==> src/rtl/mult_ctrl_if.sv <==
// Handshake and result bundle for the mult_ctrl sequential multiplier.
interface mult_ctrl_if #(
    parameter int WIDTH = 32
);
    logic             start;
    logic             is_signed;
    logic [WIDTH-1:0] a;
    logic [WIDTH-1:0] b;
    logic             busy;
    logic             done;
    logic [WIDTH-1:0] hi;
    logic [WIDTH-1:0] lo;

    modport master (output start, is_signed, a, b, input busy, done, hi, lo);
    modport slave  (input start, is_signed, a, b, output busy, done, hi, lo);
endinterface

==> src/rtl/mult_ctrl.sv <==
// Iterative shift-add multiplier, one partial product per RUN cycle.
// Signed (MULT) support is compiled in only when SIGNED_MULT_EN is defined.
module mult_ctrl #(
    parameter int WIDTH = 32
) (
    input  logic       clk,
    input  logic       reset,
    mult_ctrl_if.slave bus
);
    localparam int              CW   = $clog2(WIDTH) + 1;
    localparam logic [1:0]      IDLE = 2'd0;
    localparam logic [1:0]      RUN  = 2'd1;
    localparam logic [1:0]      DONE = 2'd2;
    localparam logic [CW-1:0]   LAST = CW'(WIDTH - 1);

    logic [1:0]         state_q,  state_d;
    logic [WIDTH-1:0]   mcand_q,  mcand_d;
    logic [WIDTH-1:0]   mplier_q, mplier_d;
    logic [WIDTH-1:0]   acc_q,    acc_d;
    logic [WIDTH-1:0]   hi_q,     hi_d;
    logic [WIDTH-1:0]   lo_q,     lo_d;
    logic [CW-1:0]      cnt_q,    cnt_d;
    logic               busy_q,   busy_d;
    logic               done_q,   done_d;
`ifdef SIGNED_MULT_EN
    logic               neg_q,    neg_d;
`endif

    logic [WIDTH:0]     sum_s;
    logic [2*WIDTH-1:0] prod_s;
    logic [2*WIDTH-1:0] res_s;

`ifdef SIGNED_MULT_EN
    function automatic logic [WIDTH-1:0] magnitude(input logic [WIDTH-1:0] v, input logic en);
        if (en && v[WIDTH-1]) begin
            return ~v + WIDTH'(1);
        end else begin
            return v;
        end
    endfunction
`endif

    // One shift-add step: the adder carry becomes the new MSB of the shifted pair.
    always_comb begin
        if (mplier_q[0]) begin
            sum_s = {1'b0, acc_q} + {1'b0, mcand_q};
        end else begin
            sum_s = {1'b0, acc_q};
        end
        prod_s = {sum_s, mplier_q[WIDTH-1:1]};
`ifdef SIGNED_MULT_EN
        res_s = neg_q ? (~prod_s + (2*WIDTH)'(1)) : prod_s;
`else
        res_s = prod_s;
`endif
    end

    // Next-state and datapath control.
    always_comb begin
        state_d  = state_q;
        mcand_d  = mcand_q;
        mplier_d = mplier_q;
        acc_d    = acc_q;
        hi_d     = hi_q;
        lo_d     = lo_q;
        cnt_d    = cnt_q;
`ifdef SIGNED_MULT_EN
        neg_d    = neg_q;
`endif
        case (state_q)
            IDLE, DONE: begin
                if (bus.start) begin
`ifdef SIGNED_MULT_EN
                    mcand_d  = magnitude(bus.a, bus.is_signed);
                    mplier_d = magnitude(bus.b, bus.is_signed);
                    neg_d    = bus.is_signed & (bus.a[WIDTH-1] ^ bus.b[WIDTH-1]);
`else
                    mcand_d  = bus.a;
                    mplier_d = bus.b;
`endif
                    acc_d    = '0;
                    cnt_d    = '0;
                    state_d  = RUN;
                end else begin
                    state_d  = IDLE;
                end
            end
            RUN: begin
                acc_d    = prod_s[2*WIDTH-1:WIDTH];
                mplier_d = prod_s[WIDTH-1:0];
                cnt_d    = cnt_q + CW'(1);
                if (cnt_q == LAST) begin
                    hi_d    = res_s[2*WIDTH-1:WIDTH];
                    lo_d    = res_s[WIDTH-1:0];
                    state_d = DONE;
                end else begin
                    state_d = RUN;
                end
            end
            default: begin
                state_d = IDLE;
            end
        endcase
        busy_d = (state_d == RUN);
        done_d = (state_d == DONE);
    end

    // State and result registers; reset aborts any operation in flight.
    always_ff @(posedge clk or posedge reset) begin
        if (reset) begin
            state_q  <= IDLE;
            mcand_q  <= '0;
            mplier_q <= '0;
            acc_q    <= '0;
            hi_q     <= '0;
            lo_q     <= '0;
            cnt_q    <= '0;
            busy_q   <= 1'b0;
            done_q   <= 1'b0;
`ifdef SIGNED_MULT_EN
            neg_q    <= 1'b0;
`endif
        end else begin
            state_q  <= state_d;
            mcand_q  <= mcand_d;
            mplier_q <= mplier_d;
            acc_q    <= acc_d;
            hi_q     <= hi_d;
            lo_q     <= lo_d;
            cnt_q    <= cnt_d;
            busy_q   <= busy_d;
            done_q   <= done_d;
`ifdef SIGNED_MULT_EN
            neg_q    <= neg_d;
`endif
        end
    end

    assign bus.busy = busy_q;
    assign bus.done = done_q;
    assign bus.hi   = hi_q;
    assign bus.lo   = lo_q;
endmodule
==> src/flat_wrapper.sv <==
// flat-port wrapper written by rule: the top's interface ports become plain ports
module mult_ctrl_flat 
#(
    parameter int WIDTH = 32
)
  (clk, reset, bus_start, bus_is_signed, bus_a, bus_b, bus_busy, bus_done, bus_hi, bus_lo);
  mult_ctrl_if #(.WIDTH(WIDTH)) bus_i ();
  input  logic clk;
  input  logic reset;
  input wire logic [$bits(bus_i.start)-1:0] bus_start;
  input wire logic [$bits(bus_i.is_signed)-1:0] bus_is_signed;
  input wire logic [$bits(bus_i.a)-1:0] bus_a;
  input wire logic [$bits(bus_i.b)-1:0] bus_b;
  output wire logic [$bits(bus_i.busy)-1:0] bus_busy;
  output wire logic [$bits(bus_i.done)-1:0] bus_done;
  output wire logic [$bits(bus_i.hi)-1:0] bus_hi;
  output wire logic [$bits(bus_i.lo)-1:0] bus_lo;
  assign bus_i.start = bus_start;
  assign bus_i.is_signed = bus_is_signed;
  assign bus_i.a = bus_a;
  assign bus_i.b = bus_b;
  assign bus_busy = bus_i.busy;
  assign bus_done = bus_i.done;
  assign bus_hi = bus_i.hi;
  assign bus_lo = bus_i.lo;
  mult_ctrl #(.WIDTH(WIDTH)) u_core (.clk(clk), .reset(reset), .bus(bus_i));
endmodule
==> config.mk <==
export PLATFORM = sky130hd
export DESIGN_NAME = mult_ctrl_flat
export DESIGN_NICKNAME = d
export VERILOG_FILES = /design/src/rtl/mult_ctrl_if.sv /design/src/rtl/mult_ctrl.sv /design/src/flat_wrapper.sv
export SDC_FILE = /design/constraint.sdc
export NUM_CORES = 1
export LEC_CHECK = 0
export ABC_AREA = 1
export ABC_CLOCK_PERIOD_IN_PS = 5250
export CAP_MARGIN = 15
export CORE_ASPECT_RATIO = 0.9
export CORE_MARGIN = 1
export CORE_UTILIZATION = 40
export CTS_CLUSTER_DIAMETER = 200
export DETAILED_ROUTE_END_ITERATION = 6
export HOLD_SLACK_MARGIN = 0.03
export PLACE_DENSITY = 0.62
export SKIP_LAST_GASP = 1
export SYNTH_ARGS = -nofsm -noshare
export SYNTH_HDL_FRONTEND = slang
export SYNTH_SLANG_ARGS = --single-unit
==> constraint.sdc <==
create_clock -name clk -period 5.25 [get_ports clk]
set_input_delay 0.7875 -clock clk [delete_from_list [all_inputs] [get_ports clk]]
set_output_delay 0.7875 -clock clk [all_outputs]
set_load 0.05 [all_outputs]
## Word-level counts from Yosys, hierarchy flattened

Cells that the tools add are included.

| cells by class | value |
|---|---|
| reductions and logical operators | 6 |
| add/sub/neg operators | 2 |
| eq/ne operators | 6 |
| mux-type cells | 10 |

Operator list:

| cell | count |
|---|---|
| one-hot mux 32 bit (2 select lines) | 2 |
| 2-to-1 mux 32 bit | 2 |
| adder 32 x 32 -> 33 bit | 1 |
| 2-to-1 mux 33 bit | 1 |
| one-hot mux 6 bit (2 select lines) | 1 |
| adder 6 x 1 -> 6 bit, second input constant | 1 |
| == test 6 x 5 -> 1 bit, second input constant | 1 |
| 2-to-1 mux 6 bit | 1 |
| AND reduction 2 bit | 3 |
| == test 2 x 1 -> 1 bit, second input constant | 2 |
| == test 2 bit, second input constant | 2 |
| one-hot mux 2 bit (2 select lines) | 1 |
| zero test 2 bit | 1 |
| 2-to-1 mux 2 bit | 1 |
| inequality test 2 bit, second input constant | 1 |
| nonzero test 2 bit | 1 |
| OR reduction 2 bit | 1 |
| 2-to-1 mux 1 bit | 1 |

| word-level totals | value |
|---|---|
| register bits | 170 |
| logic and storage cells | 33 |
| output and inout bits | 66 |
| input port bits | 68 |

## Longest topological paths before layout

Gate-level depths: netlist of the first run.

| depth | value |
|---|---|
| depth after elaboration | 4 |
| gate-level depth with buffers | 13 |
| mapped depth without buffers | 13 |

## Least setup slack after synthesis of the first run

No wires, ideal clock.

| path | value |
|---|---|
| path type | flip-flop to flip-flop |
| start | register u_core.acc_q[0] |
| end | register u_core.hi_q[23], in the netlist u_core.bus.hi[23] |
| setup time | 0.118 ns |
| stages on the path, launching flop included | 13 |
| data arrival time | 1.769 ns |
| data required time | 5.132 ns |
| clock period less this slack | 1.886 ns |
| setup slack | 3.364 ns |
| path buffers | 0 |
| cell sequence | dfrtp_1 -> ha_1 -> fa_1 -> nand3_1 -> nand3_1 -> nand2_1 -> nand2_2 -> nand3_1 -> nand3_2 -> nand2_1 -> nand3_1 -> nand3_1 -> nand2_1 |

| on the way | value |
|---|---|
| cells in the longest elaborated chain, start to end | 2 |

Ends and longest elaborated chain:

| what | RTL line | text |
|---|---|---|
| from (decl) | mult_ctrl.sv:19 | `logic [WIDTH-1:0] acc_q, acc_d;` |
| from (signal assigned) | mult_ctrl.sv:114 | `acc_q <= '0;` |
| from (signal assigned) | mult_ctrl.sv:127 | `acc_q <= acc_d;` |
| adder 32 x 32 -> 33 bit | mult_ctrl.sv:46 | `sum_s = {1'b0, acc_q} + {1'b0, mcand_q};` |
| 2-to-1 mux 33 bit | mult_ctrl.sv:45 | `if (mplier_q[0]) begin` |
| to (signal assigned) | mult_ctrl.sv:128 | `hi_q <= hi_d;` |
| to (decl) | mult_ctrl.sv:20 | `logic [WIDTH-1:0] hi_q, hi_d;` |

Every way passes these cells.
A chain may end at the register's enable or synchronous reset.

## Worst setup path in the final report of the first run

| path | value |
|---|---|
| start | input bus_start |
| end | register u_core.mplier_q[6] |

| on the way | value |
|---|---|
| cells in the longest elaborated chain, start to end | 2 |

Ends and longest elaborated chain:

| what | RTL line | text |
|---|---|---|
| from (decl) | flat_wrapper.sv:10 | `input wire logic [$bits(bus_i.start)-1:0] bus_start;` |
| inequality test 2 bit (no line) | - |  |
| AND reduction 2 bit (no line) | - |  |
| to (signal assigned) | mult_ctrl.sv:126 | `mplier_q <= mplier_d;` |
| to (decl) | mult_ctrl.sv:18 | `logic [WIDTH-1:0] mplier_q, mplier_d;` |

Every way passes these cells.

==> run_results.csv, run 1 <==
group,metric,value,unit
route,vias_per_cell,4.96,
final_layout,postLayoutCoreUtil,50.5,%
logic_synthesis,yosysMostFrequentCell,"nand2_1",
cts,cts_buffers,17,
route,vias,7974,
job,cap_violations,0,
sta,timing.final.crit_share,58.4,%
place,io_buffers,132,
final_layout,drive_above_1_share,8.69,%
power_and_ir_drop,p_total,7.23,mW
place,placed_cells,1577,
sta,relSlewSlack,31.9,%
final_layout,nFillCells,2226,
sta,rsz0062_at_grt,"no",
final_layout,nets,1401,
logic_synthesis,synth_fp_nets,1287,
logic_synthesis,ys_types,31,
cts,postCtsResizedCells,0,
place,dp_slack,1.73,ns
route,drtIter0Drc,475,
worst_setup_path,end_kind,"register",
route,drc_errors,0,
cts,worstSkewPairLatency,0.44,ns
logic_synthesis,ys.flop_type,"dfrtp_1",
logic_synthesis,ys_seq_area_share,45.5,%
cts,htreeDepth,4,
cts,root_buffer,"clkbuf_16",
sta,hold_violations,0,
die,die-area,0.0240,mm2
cts,clk_pin_slew,0.07,ns
final_layout,multiInputGateArea,0.00424,mm2
place,place.gp.congestion,0.931,
cts,hold_buffers,0,
grt,grt_max_degree,171,
die,core.rowCount,52,
logic_synthesis,ys_top_cells_by_count,"nand2_1, dfrtp_1, inv_1",
grt,first_global_vias,7782,
cts,cts.path.max_buffers,2,
grt,antenna_found_initial,0,
sta,worstMarginPinSlew,1.02,ns
sta,final.setup.tns,0,ns
cts,cts_tree,"built",
die,start_util,41.1,%
status,outcome,"finished, final reports clean",
worst_setup_path,cp_data_required_time,5.53,ns
final_layout,area.sequential,0.00425,mm2
power_and_ir_drop,ir_worst_vdd,233,uV
logic_synthesis,yosysTopAreaCell,"dfrtp_1",
logic_synthesis,synth_top_area_share,45.5,%
grt,gr-usage-all-layers,21.1,%
cts,post_cts_buffers,0,
logic_synthesis,syn_inst,1185,
final_layout,syn_to_final_growth,22.8,%
logic_synthesis,synth.area.top_cells,"dfrtp_1, nand2_1, inv_1, nand3_1, ha_1",
route,post_drt_wl_per_cell,14.9,um
worst_hold_path,hp-class,"register to register",
sta,setup_ws,2.18,ns
power_and_ir_drop,p_leak,5.91,nW
grt,grt_pass1_wl,39.5,mm
final_layout,stdcell_count,1609,
sta,drv_slew,0,
die,die_h,147,um
route,drt-total-wl,24.0,mm
sta,timing.fmax,0.326,GHz
logic_synthesis,synth-edff-count,0,
worst_setup_path,critPathLaunchType,"primary input",
place,post-dp-hpwl,16.4,mm
cts,clock-sinks,170,
worst_setup_path,path_class,"primary input to register",
sta,finalSetupViolCount,0,
die,die_w,163,um
die,ioPinCount,134,
route,first_pass_iters,5,
worst_setup_path,crit_arrival,3.34,ns
logic_synthesis,netlist_area,0.00934,mm2
sta,fin_skew,0.0145,ns
power_and_ir_drop,power_density,631,mW/mm2
logic_synthesis,syn_area_per_cell,7.88,um2
worst_setup_path,worstPathMaxFanout,49,
route,ant_nets,0,
final_layout,antennaDiodeCount,0,
logic_synthesis,ys_seq_elements,170,
logic_synthesis,synth_warnings,0,
logic_synthesis,synthArstFlopShare,100,%
grt,grt_overflow_total,0,
die,core,0.0227,mm2
sta,layout_min_cycle_time,3.07,ns
==> cell type report <==
cell class / count / share of cell area [%]
Sequential cell: 170 / 37.1
Multi-Input combinational cell: 800 / 36.9
Timing Repair Buffer: 138 / 12.0
Inverter: 172 / 5.66
Clock buffer: 17 / 3.71
Tap cell: 297 / 3.24
Clock inverter: 15 / 1.31
==> power breakdown <==
group | internal (mW) | switching [mW]
registers | 1.75 | 0.237
clock network | 0.633 | 0.607
logic | 1.43 | 2.57
==> critical path, stage by stage <==
cell	delay, ns
clkdlybuf4s50_1	0.45
buf_4	0.34
nand2_2	0.63
nand2_1	0.32
buf_4	0.56
o221ai_1	0.21
==> routing by layer <==
metal,track usage (%),share of wire [%]
met1,30.5,49
met2,32.9,45
met3,3.53,4.8
met4,5.14,1.3
met5,0,0
==> state kept, by name (all words and copies together), names as in the netlist <==
register	flops
u_core.cnt_q	6
u_core.mcand_q	32
u_core.state_q	2
u_core.bus.lo	32
u_core.mplier_q	32
u_core.bus.busy	1
u_core.bus.done	1
u_core.bus.hi	32
u_core.acc_q	32
==> cell usage in the layout (no fill, tap or decap), types with 9 or more instances in the layout <==
cell	n
a21oi_1	21
ha_1	33
nand3_2	11
clkbuf_16	17
clkdlybuf4s50_1	132
o21ai_0	40
nand2_1	385
nor2_1	41
dfrtp_1	170
inv_1	167
nand3_1	119
or2_2	17
o21ai_1	19
mux2_2	32
o221ai_1	31
o22ai_1	9
==> final timing paths <==
| path | depth (start not counted) | slack [ns] | endpoint | startpoint |
|---|---|---|---|---|
| setup / recovery | 6 | 2.18 | u_core.mplier_q[6]$_DFFE_PP0P_ | bus_start |
| hold / removal | 2 | 0.48 | u_core.bus.lo[31]$_DFFE_PP0P_ | u_core.bus.lo[31]$_DFFE_PP0P_ |
| setup reg to reg | 7 | 2.28 | u_core.mplier_q[6]$_DFFE_PP0P_ | u_core.state_q[0]$_DFF_PP0_ |
| hold reg to reg | 2 | 0.48 | u_core.bus.lo[31]$_DFFE_PP0P_ | u_core.bus.lo[31]$_DFFE_PP0P_ |
| max in group asynchronous | 3 | 3.62 | u_core.mcand_q[27]$_DFFE_PP0P_ | reset |
| min in group asynchronous | 3 | 0.99 | u_core.mcand_q[4]$_DFFE_PP0P_ | reset |
==> logic make-up after synthesis <==
kind of cell | Yosys count | synth area share, %
and+or+nand+nor | 594 | 27.2
buffers and inverters | 215 | 9.15
DFF | 170 | 45.5
AOI/OAI and AO/OA | 127 | 8.36
adders and majority gates | 34 | 4.64
muxes | 32 | 3.86
xor gates and xnor gates | 13 | 1.22
==> per-stage QoR <==
| stage | hold WS (ns) | cell area, um2 |
|---|---|---|
| 3_3_place_gp | 0.464 | 10900 |
| 5_1_grt | 0.516 | 11500 |
| 2_1_floorplan | 0.469 | 9340 |
| 6_report | 0.480 | 11500 |
| 4_1_cts | 0.485 | 11500 |
| 3_5_place_dp | 0.465 | 10900 |
Power figures use the tool's default switching activity.
==> run 2, diff against run 1 <==
Settings changed: ABC_CLOCK_PERIOD_IN_PS 5250 to 3000, PLACE_DENSITY 0.62 to 0.6.
Clock period 5.25 ns to 3 ns, I/O delays scaled along.
==> run_results.csv, run 2 (same netlist as run 1, synthesis figures left out) <==
group,metric,value,unit
sta,timing.fmax,0.431,GHz
cts,post_cts_buffers,0,
power_and_ir_drop,power_density,1100,mW/mm2
final_layout,nFillCells,2241,
power_and_ir_drop,p_clk_share,17.1,%
worst_setup_path,path_class,"register to register",
route,drtIter0Drc,470,
sta,fin_hold_ws,0.390,ns
power_and_ir_drop,ir_worst_vdd,485,uV
die,start_util,41.1,%
final_layout,nets,1410,
cts,htreeDepth,4,
worst_setup_path,cp_data_required_time,3.32,ns
sta,layout_min_cycle_time,2.32,ns
worst_setup_path,reg2reg_from,"u_core.acc_q[0]$_DFFE_PP0P_",
final_layout,final_cell_mix,"nand2_1, dfrtp_1, inv_1",
grt,first_global_vias,7652,
place,post-dp-hpwl,17.5,mm
grt,antenna_found_initial,0,
power_and_ir_drop,pwr-share-seq,27.3,%
worst_setup_path,worstPathMaxFanout,5,
job,cap_violations,0,
die,die_w,163,um
cts,cts_tree,"built",
route,ant_nets,0,
route,vias_per_cell,4.93,
worst_setup_path,r2r_cells,12,
sta,drv_slew,0,
grt,grt_max_degree,103,
cts,worstSkewPairLatency,0.44,ns
worst_setup_path,reg2reg_slack,0.68,ns
power_and_ir_drop,power_frac_comb,55.6,%
place,dp_slack,0.724,ns
route,post_drt_wl_per_cell,15.0,um
grt,grt_pass1_wl,40.2,mm
place,io_buffers,132,
sta,relSlewSlack,30.5,%
sta,fin_skew,0.0207,ns
final_layout,antennaDiodeCount,0,
power_and_ir_drop,p_sw,6.03,mW
worst_hold_path,hp-class,"primary input to async pin",
sta,rsz0062_at_grt,"no",
grt,gr-usage-all-layers,21.5,%
die,die-area,0.0240,mm2
final_layout,syn_to_final_growth,23.9,%
sta,timing.final.crit_share,77.3,%
cts,clk_pin_slew,0.08,ns
sta,final.setup.tns,0,ns
cts,postCtsResizedCells,0,
worst_setup_path,timing.rr.end,"u_core.bus.hi[23]$_DFFE_PP0P_",
die,core,0.0227,mm2
sta,finalSetupViolCount,0,
die,ioPinCount,134,
power_and_ir_drop,p_int,6.72,mW
route,first_pass_iters,5,
place,place.gp.congestion,0.942,
power_and_ir_drop,p_leak,5.97,nW
grt,grt_overflow_total,0,
cts,cts.path.max_buffers,2,
worst_setup_path,end_kind,"register",
die,die_h,147,um
route,vias,7971,
final_layout,drive_above_1_share,9.31,%
cts,clock-sinks,170,
cts,root_buffer,"clkbuf_16",
sta,hold_violations,0,
sta,setup_ws,0.680,ns
route,drt-total-wl,24.2,mm
route,drc_errors,0,
worst_setup_path,critPathLaunchType,"register",
place,placed_cells,1586,
status,outcome,"finished, final reports clean",
power_and_ir_drop,power_switching_share,47.3,%
cts,hold_buffers,0,
cts,cts_buffers,17,
die,core.rowCount,52,
worst_setup_path,crit_arrival,2.64,ns
final_layout,stdcell_count,1618,
final_layout,layout_commonest_cell,"nand2_1",
sta,worstMarginPinSlew,1.04,ns
-- run 2: cell types whose count changed in the layout (fill, tap and decap cells not counted), sizes merged --
cell / delta
inv: -4
buf: +9
clkinvlp: -1
clkinv: +5
-- run 2: per-stage QoR --
| stage | util (%) | cell area, um2 | total power [mW] |
|---|---|---|---|
| after floorplan | - | 9340 | 8.77 |
| after global placement | 48.4 | 11000 | 10.5 |
| after detailed placement | 48.4 | 11000 | 10.6 |
| after CTS | 51.0 | 11600 | 12.8 |
| after global routing | 51.0 | 11600 | 13.9 |
| final | 51.0 | 11600 | 12.8 |
-- run 2: power groups by stage --
stage	clock [mW]	combinational [mW]	sequential, mW
after detailed placement	0	7.06	3.52
after floorplan	0	5.04	3.73
after global routing	2.32	8.04	3.57
after global placement	0	6.96	3.50
after CTS	2.25	7.10	3.48
final	2.18	7.09	3.48
-- run 2: layer usage --
| metal | global-route usage, % | vias up | share of wire [%] |
|---|---|---|---|
| met3 | 3.19 | 15 | 3.6 |
| met2 | 32.9 | 153 | 46 |
| li1 | - | 4046 | - |
| met4 | 5.42 | 0 | 0.81 |
| met1 | 31.8 | 3757 | 50 |
| met5 | 0 | - | 0 |
-- run 2: worst max-delay path: stages, from the launching register on --
cell	delay, ns
dfrtp_1	0.39
ha_1	0.25
fa_1	0.47
nand3_1	0.10
nand3_1	0.14
nand2_1	0.13
nand2_2	0.09
nand3_1	0.14
nand3_2	0.10
nand2_1	0.07
nand3_1	0.15
nand3_1	0.12
nand2_1	0.07
-- run 2: worst max path at each step --
stage | slack [ns] | start | endpoint | cells after the start
after floorplan | 0.38 | reset | u_core.acc_q[0]$_DFFE_PP0P_ | 1
after global placement | 0.78 | u_core.acc_q[0]$_DFFE_PP0P_ | u_core.bus.hi[27]$_DFFE_PP0P_ | 12
after detailed placement | 0.72 | u_core.acc_q[0]$_DFFE_PP0P_ | u_core.bus.hi[23]$_DFFE_PP0P_ | 12
after CTS | 0.70 | u_core.acc_q[0]$_DFFE_PP0P_ | u_core.bus.hi[23]$_DFFE_PP0P_ | 12
after global routing | 0.57 | u_core.acc_q[0]$_DFFE_PP0P_ | u_core.bus.hi[23]$_DFFE_PP0P_ | 12
final | 0.68 | u_core.acc_q[0]$_DFFE_PP0P_ | u_core.bus.hi[23]$_DFFE_PP0P_ | 12
-- run 2: area by class of cell --
| class | count | area [um2] | area share [%] |
|---|---|---|---|
| well taps | 297 | 372 | 3.21 |
| inverters | 172 | 649 | 5.61 |
| clock buffers | 17 | 425 | 3.68 |
| multi-input cells | 800 | 4240 | 36.6 |
| flip-flops and latches | 170 | 4250 | 36.8 |
| repair buffers | 147 | 1470 | 12.7 |
| clock inverters | 15 | 161 | 1.40 |
